<file path="config.mk">
export PLATFORM = sky130hd
export DESIGN_NAME = exception_ctrl
export DESIGN_NICKNAME = d
export VERILOG_FILES = /design/src/rtl/exception_ctrl.sv
export SDC_FILE = /design/constraint.sdc
export NUM_CORES = 1
export LEC_CHECK = 0
export CAP_MARGIN = 20
export CORE_ASPECT_RATIO = 2
export CORE_UTILIZATION = 33
export DETAILED_ROUTE_END_ITERATION = 6
export PLACE_DENSITY = 0.8
export SYNTH_ARGS = -nofsm -noshare
export SYNTH_HDL_FRONTEND = slang
export SYNTH_SLANG_ARGS = --single-unit
</file>
<file path="constraint.sdc">
create_clock -name clk -period 1.85 [get_ports clk]
set_input_delay 0.185 -clock clk [delete_from_list [all_inputs] [get_ports clk]]
set_output_delay 0.185 -clock clk [all_outputs]
set_load 0.01 [all_outputs]
</file>
<file path="src/rtl/exception_ctrl.sv">
// exception_ctrl: exception/interrupt requester feeding the CP0 exception port.
// Gates sync traps (syscall/break/teq) and external IRQs with CP0 status enables,
// prioritises them, issues a one-cycle exception pulse and blocks nesting until eret.
// Optional feature macro: EXC_IRQ_SYNC_EN -- when defined, irq passes through a
// 2-flop synchroniser before edge detection (pin edge -> irq_pend in 3 cycles);
// when undefined, irq is registered once (pin edge -> irq_pend in 2 cycles).
module exception_ctrl #(
  parameter int unsigned NUM_IRQ   = 4,
  parameter logic [4:0]  CAUSE_INT = 5'd0,
  parameter logic [4:0]  CAUSE_SYS = 5'd8,
  parameter logic [4:0]  CAUSE_BRK = 5'd9,
  parameter logic [4:0]  CAUSE_TEQ = 5'd13
) (
  input  logic               clk,
  input  logic               rst_n,
  input  logic               instr_valid,
  input  logic [31:0]        pc,
  input  logic               syscall,
  input  logic               brk,
  input  logic               teq_trap,
  input  logic               eret,
  input  logic [31:0]        status,
  input  logic [NUM_IRQ-1:0] irq,
  output logic               exception,
  output logic [4:0]         cause,
  output logic [31:0]        exc_pc,
  output logic [2:0]         irq_id,
  output logic               in_handler,
  output logic [NUM_IRQ-1:0] irq_pend
);

  typedef enum logic [1:0] {
    ST_IDLE    = 2'd0,
    ST_TAKE    = 2'd1,
    ST_HANDLER = 2'd2
  } state_e;

  state_e             state_q, state_d;
  logic               exc_q;
  logic               inh_q;
  logic [4:0]         cause_q, cause_d;
  logic [31:0]        pc_q, pc_d;
  logic [2:0]         id_q, id_d;
  logic [NUM_IRQ-1:0] pend_q, pend_d;
  logic [NUM_IRQ-1:0] irq_s_q, prev_q;
  logic [NUM_IRQ-1:0] rise;
  logic [NUM_IRQ-1:0] sel_oh, clr;
  logic [2:0]         irq_sel;
  logic               irq_hit;
  logic               gate, sys_ok, brk_ok, teq_ok, int_ok;
  logic               status_unused;

  assign status_unused = ^status[31:5];

`ifdef EXC_IRQ_SYNC_EN
  logic [NUM_IRQ-1:0] sync1_q;

  // Two-flop synchroniser for asynchronous irq pins
  always_ff @(posedge clk or negedge rst_n) begin
    if (!rst_n) begin
      sync1_q <= '0;
      irq_s_q <= '0;
    end else begin
      sync1_q <= irq;
      irq_s_q <= sync1_q;
    end
  end
`else
  // Single register stage for synchronous irq sources
  always_ff @(posedge clk or negedge rst_n) begin
    if (!rst_n) irq_s_q <= '0;
    else        irq_s_q <= irq;
  end
`endif

  // Previous sampled irq for rising-edge detection
  always_ff @(posedge clk or negedge rst_n) begin
    if (!rst_n) prev_q <= '0;
    else        prev_q <= irq_s_q;
  end

  assign rise = irq_s_q & ~prev_q;

  // Lowest-index pending IRQ, as an index and a one-hot clear mask
  always_comb begin
    irq_sel = '0;
    irq_hit = 1'b0;
    sel_oh  = '0;
    for (int unsigned i = 0; i < NUM_IRQ; i++) begin
      if (pend_q[i] && !irq_hit) begin
        irq_hit   = 1'b1;
        irq_sel   = 3'(i);
        sel_oh[i] = 1'b1;
      end
    end
  end

  assign gate   = instr_valid & status[0];
  assign sys_ok = gate & syscall  & status[1];
  assign brk_ok = gate & brk      & status[2];
  assign teq_ok = gate & teq_trap & status[3];
  assign int_ok = gate & irq_hit  & status[4];

  // Next-state, request prioritisation and latch values for the take
  always_comb begin
    state_d = state_q;
    cause_d = cause_q;
    pc_d    = pc_q;
    id_d    = id_q;
    clr     = '0;
    case (state_q)
      ST_IDLE: begin
        if (sys_ok || brk_ok || teq_ok || int_ok) begin
          state_d = ST_TAKE;
          pc_d    = pc;
          id_d    = '0;
          if (sys_ok)      cause_d = CAUSE_SYS;
          else if (brk_ok) cause_d = CAUSE_BRK;
          else if (teq_ok) cause_d = CAUSE_TEQ;
          else begin
            cause_d = CAUSE_INT;
            id_d    = irq_sel;
            clr     = sel_oh;
          end
        end
      end
      ST_TAKE:    state_d = ST_HANDLER;
      ST_HANDLER: if (instr_valid && eret) state_d = ST_IDLE;
      default:    state_d = ST_IDLE;
    endcase
  end

  // A fresh edge on the line being taken re-sets its bit (OR applied after clear)
  assign pend_d = (pend_q & ~clr) | rise;

  // State, registered pulse/handler flag, held cause/pc/id, pending IRQs
  always_ff @(posedge clk or negedge rst_n) begin
    if (!rst_n) begin
      state_q <= ST_IDLE;
      exc_q   <= 1'b0;
      inh_q   <= 1'b0;
      cause_q <= '0;
      pc_q    <= '0;
      id_q    <= '0;
      pend_q  <= '0;
    end else begin
      state_q <= state_d;
      exc_q   <= (state_d == ST_TAKE);
      inh_q   <= (state_d != ST_IDLE);
      cause_q <= cause_d;
      pc_q    <= pc_d;
      id_q    <= id_d;
      pend_q  <= pend_d;
    end
  end

  assign exception  = exc_q;
  assign in_handler = inh_q;
  assign cause      = cause_q;
  assign exc_pc     = pc_q;
  assign irq_id     = id_q;
  assign irq_pend   = pend_q;

endmodule

</file>
==> flow_summary.json <==
{
  "synthAdderAreaFrac_pct": 0,
  "drt_pre_antenna_iters": 6,
  "cellLeakagePower_uw": 0.00138,
  "clk_latency_ns": 0.29,
  "clock_skew_ns": 0.00460,
  "clk_path_buf_depth": 2,
  "nets": 318,
  "slew_headroom_pct": 61.9,
  "hold_violations": 0,
  "synth_top_family_by_area": "multiplexers",
  "core_um2": 5760,
  "synth-simple-area-share_pct": 3.08,
  "antenna_left": 0,
  "drive_above_1_share_pct": 12.8,
  "tightestPinTransition_ns": 0.572,
  "min_period_ns": 1.71,
  "synth_warnings": 0,
  "postSynthCellCount": 134,
  "n_antenna_cell": 0,
  "endpoint_kind": "flip-flop",
  "setup_viol": 0,
  "hp-start": "irq[2]",
  "fp-row-count": 39,
  "avgViaCountPerCell": 4.88,
  "ys_ff_latch": 53,
  "fillers": 485,
  "fin_crit_sh_pct": 92.4,
  "drc": 16,
  "clock-root-buffer": "clkbuf_16",
  "grt_pass1_wl_um": 7350,
  "grt_overflow_total": 0,
  "cts_buffers": 5,
  "holdPathEnd": "irq_s_q[2]",
  "synth.avg_cell_area_um2": 14.8,
  "p_per_area_nw_per_um2": 1200,
  "cp.required_ns": 2.02,
  "violations": "design-rule violations",
  "wl_per_cell_um": 14.4,
  "yosysSeqAreaShare_pct": 66.7,
  "vias": 1482,
  "ys_types": 27,
  "layout_common_cells": "clkdlybuf4s50_1, dfrtp_1, mux2_1",
  "irDropWorstVdd_mv": 0.663,
  "cts_tree": "yes",
  "portBuffers": 90,
  "async_flop_share_pct": 100,
  "h-tree-depth": 2,
  "critPathMaxStageDelay_ns": 0.53,
  "grt_pass1_vias": 1617,
  "hold_path_class": "in -> reg",
  "postLayoutCoreUtil_pct": 56.1,
  "grtUsageTotal_pct": 15.2,
  "cp_top_family": "compound AO/OA/AOI/OAI gates",
  "drv_slew": 0,
  "crit_start": "irq_pend[3]",
  "cts.sinks": 53,
  "io_pins": 121,
  "setup_tns_ns": 0,
  "routed_wl_um": 4380,
  "crit_fanout": 23,
  "dp_hpwl_um": 3390,
  "path_cells": "o41ai_2, a21oi_4, buf_12, mux2_1",
  "maxCapViolCount": 0,
  "regToRegSetupSlack_ns": 0.14,
  "status": "finished, violations left",
  "crit_path_start_kind": "flip-flop",
  "synth_top_area_share_pct": 66.7,
  "synth_top_cell_by_area": "dfrtp_1",
  "clk_pin_slew_ns": 0.06,
  "routabilityCongestion": 0.750,
  "reg2reg_depth": 4,
  "ctsResizeCount": 0,
  "worstHoldPathCells": 1,
  "dieArea_um2": 6360,
  "synth-edff-count": 0,
  "synth_compound_area_share_pct": 8.36,
  "synth_area_leaders": "dfrtp_1, mux2_1, mux2_2",
  "synthXorXnorAreaFrac_pct": 0,
  "cpMaxStageDelayCell": "o41ai_2",
  "cp_data_arrival_time_ns": 1.88,
  "reg2reg_from": "irq_pend[3]",
  "fmax_mhz": 585,
  "r2r_end": "exc_pc[21]",
  "path_buf_inv": 1,
  "critical_path_class": "reg -> reg",
  "initial_utilization_pct": 34.6,
  "rsz0062_at_grt": "no",
  "synthFlopType": "dfrtp_1",
  "layout_commonest_cell": "clkdlybuf4s50_1",
  "synthMuxAreaShare_pct": 18.1,
  "die_w_um": 56.9,
  "synthToLayoutAreaGrowth_pct": 62.5,
  "antenna_found_initial": 0,
  "grt_max_degree": 26,
  "drt_iter0_markers": 56,
  "die_y_um": 112,
  "syn_area_um2": 1990
}
==> routing by layer <==
metal	GRT usage (%)	routed length (um)
met1	14.3	1390
met2	28.5	2530
met3	4.07	300
met4	8.29	157
met5	0	0
==> through the flow <==
stage / setup slack (ns) / cell area, um2 / total power (uW) / hold WS (ns) / std cells
after floorplan: 0.00921 / 2000 / 2140 / -0.111 / 136
after global placement: -0.0641 / 3080 / 3000 / 0.205 / 296
after detailed placement: -0.0485 / 3080 / 3040 / 0.206 / 296
after CTS: 0.105 / 3230 / 3960 / 0.328 / 304
after global routing: 0.0450 / 3230 / 4100 / 0.329 / 304
final: 0.140 / 3230 / 3890 / 0.337 / 304
==> registers in the layout (all words and copies together), names as in the netlist <==
register,count
irq_s_q,4
irq_pend,4
prev_q,4
in_handler,1
irq_id,2
cause,3
exception,1
state_q,2
exc_pc,32
==> report_power, final <==
group	internal (uW)	switching, uW
registers	1500	159
logic	862	480
clock network	531	364
total	2890	1000
==> cell usage after synthesis (2+ instances only) <==
| master | n |
|---|---|
| a21oi_1 | 2 |
| a22o_1 | 4 |
| buf_2 | 3 |
| buf_4 | 3 |
| dfrtp_1 | 53 |
| inv_1 | 8 |
| mux2_1 | 26 |
| mux2_2 | 6 |
| nand2_1 | 4 |
| nand4bb_1 | 2 |
| nor2_1 | 3 |
| o21ai_0 | 4 |
| o22ai_1 | 2 |
==> cells by family after synthesis <==
family | after synthesis
other | 1
AOI/OAI and AO/OA | 22
and+or+nand+nor | 11
buffers and inverters | 15
DFF | 53
muxes | 32
==> repair_timing <==
item                                    4_1_cts  5_1_grt
endpoints found under the hold margin        23        0
setup buffers                                 0        0
hold buffers                                  1        0
endpoints found under the setup margin        0        0
==> area by class of cell <==
cell class	count	area, um2	share of cell area (%)
Sequential cell	53	1330	41.0
Multi-Input combinational cell	68	607	18.8
Tap cell	61	76.3	2.36
Inverter	8	30.0	0.929
Clock buffer	7	143	4.41
Timing Repair Buffer	107	1050	32.5
==> worst max path at each step <==
stage,end,depth (start not counted)
2_1_floorplan,exc_pc[10],4
3_3_place_gp,exc_pc[31],6
3_5_place_dp,exc_pc[21],6
4_1_cts,exc_pc[21],4
5_1_grt,exc_pc[26],4
6_report,exc_pc[21],4
(Power assumes the default switching activity.)
==> patch, RTL diff (same settings) <==
Take the reset off `pc_q` and load it in a clocked block of its own.
--- a/src/rtl/exception_ctrl.sv
+++ b/src/rtl/exception_ctrl.sv
@@ -141,5 +141,4 @@
       inh_q   <= 1'b0;
       cause_q <= '0;
-      pc_q    <= '0;
       id_q    <= '0;
       pend_q  <= '0;
@@ -149,8 +148,11 @@
       inh_q   <= (state_d != ST_IDLE);
       cause_q <= cause_d;
-      pc_q    <= pc_d;
       id_q    <= id_d;
       pend_q  <= pend_d;
     end
+  end
+
+  always_ff @(posedge clk) begin
+    pc_q <= pc_d;
   end
 
Function: changed (Yosys sat finds a counterexample within 4 cycles, from zero or initial values and one cycle with rst_n low).
==> patch against the unedited design <==
- global-route usage is 0.79 points lower
- count of clock-buffer cells in the layout is 2 lower
- routed wire length is 16% lower
- final area is 9.3% lower
- worst setup slack better by 0.040 ns
- cell count is 13% lower
- sequential cell count stayed put
- area after synthesis is 11% lower
- non-clock buffer count is 6 lower
- clock skew is 0.0019 ns higher
- first-iteration DRC count is 57% lower
Power is not compared: it rests on default switching activity, and its combinational part moved more than twofold at a synthesized area within 25%.
==> patch: results <==
outcome:
  status: "finished, final reports clean"
clocking:
  root_buffer: "clkbuf_8"
  path_clk_slew_ns: 0.09
placed_design:
  dpl_cell_area_um2: 2850
  pre_cts_ws_ns: -0.0208
  dp_cells: 258
  gp_congestion: 0.757
  hpwl_um: 2790
layout:
  fin_nets: 282
  drive_gt1_share_pct: 11.5
worst_setup_path:
  critical-path-max-stage-delay_ns: 0.47
  critPathMaxFanout: 32
grt:
  grtUsageTotal_pct: 14.4
  grt_max_degree: 33
  grt_pass1_vias: 1246
min_path:
  holdCritPathClass: "input pin to asynchronous set/reset pin"
logic_synthesis:
  yosys.cell_types.count: 24
  synthTopCellsByArea: "edfxtp_1 54%, dfrtp_1 30%, a22o_1 2.0%"
  synth_compound_area_share_pct: 8.94
  yosysSeqAreaShare_pct: 83.6
  ys_top_cells_by_count: "32 x edfxtp_1, 21 x dfrtp_1, 9 x inv_1"
  synthFlopType: "edfxtp_1"
  async_flop_share_pct: 39.6
  syn_avg_cell_area_um2: 17.6
  synthMuxAreaShare_pct: 0
  synth_edf_count: 32
route:
  vias_per_cell: 4.66
  drt_wl_total_um: 3700
  vias: 1239
timing:
  slew_headroom_pct: 60.3
  clock-skew-final_ns: 0.00648
-- patch: worst max-delay path, delay by kind of cell, from the launching register on --
family	cells	cell delay, ns
AO/OA/AOI/OAI	2	0.69
flip-flops	1	0.46
buffers and inverters	2	0.26
-- patch: kinds of logic (layout without fill, tap and decap cells) --
| kind of cell | Yosys count | in the layout |
|---|---|---|
| flops | 53 | 53 |
| other cells | 1 | 3 |
| simple gates | 13 | 13 |
| compound gates | 21 | 21 |
| buf+inv | 13 | 118 |
-- patch: final timing paths --
check	start	to	slack, ns	depth (start not counted)
max	irq_pend[2]	exc_pc[5]	0.18	4
min	rst_n	irq_id[0]	0.25	1
max reg2reg	irq_pend[2]	exc_pc[5]	0.18	4
min reg2reg	irq_s_q[3]	prev_q[3]	0.38	0
max in group asynchronous	rst_n	state_q[0]	1.08	2
min in group clk	irq[2]	irq_s_q[2]	0.31	1
-- patch: per-layer routing --
metal | vias up | part of all wire [%] | global-route usage [%]
li1 | 575 | - | -
met1 | 588 | 34 | 13.8
met2 | 70 | 54 | 25.0
met3 | 6 | 9.5 | 6.06
met4 | 0 | 2.1 | 6.77
met5 | - | 0 | 0
-- patch: final cells by class --
class | instances | area [µm²]
multi-input cells | 37 | 250
repair buffers | 101 | 996
fillers | 446 | 2250
well taps | 58 | 72.6
flip-flops and latches | 53 | 1490
inverters | 9 | 37.5
clock buffers | 5 | 68.8
clock inverters | 3 | 17.5
-- patch: power breakdown --
group / switching, mW / leakage [nW] / total, mW / internal (mW)
sequential: 0.0441 / 0.538 / 1.41 / 1.37
clock: 0.362 / 0.0439 / 0.624 / 0.261
combinational: 0.166 / 0.565 / 0.439 / 0.274
total: 0.572 / 1.15 / 2.47 / 1.90
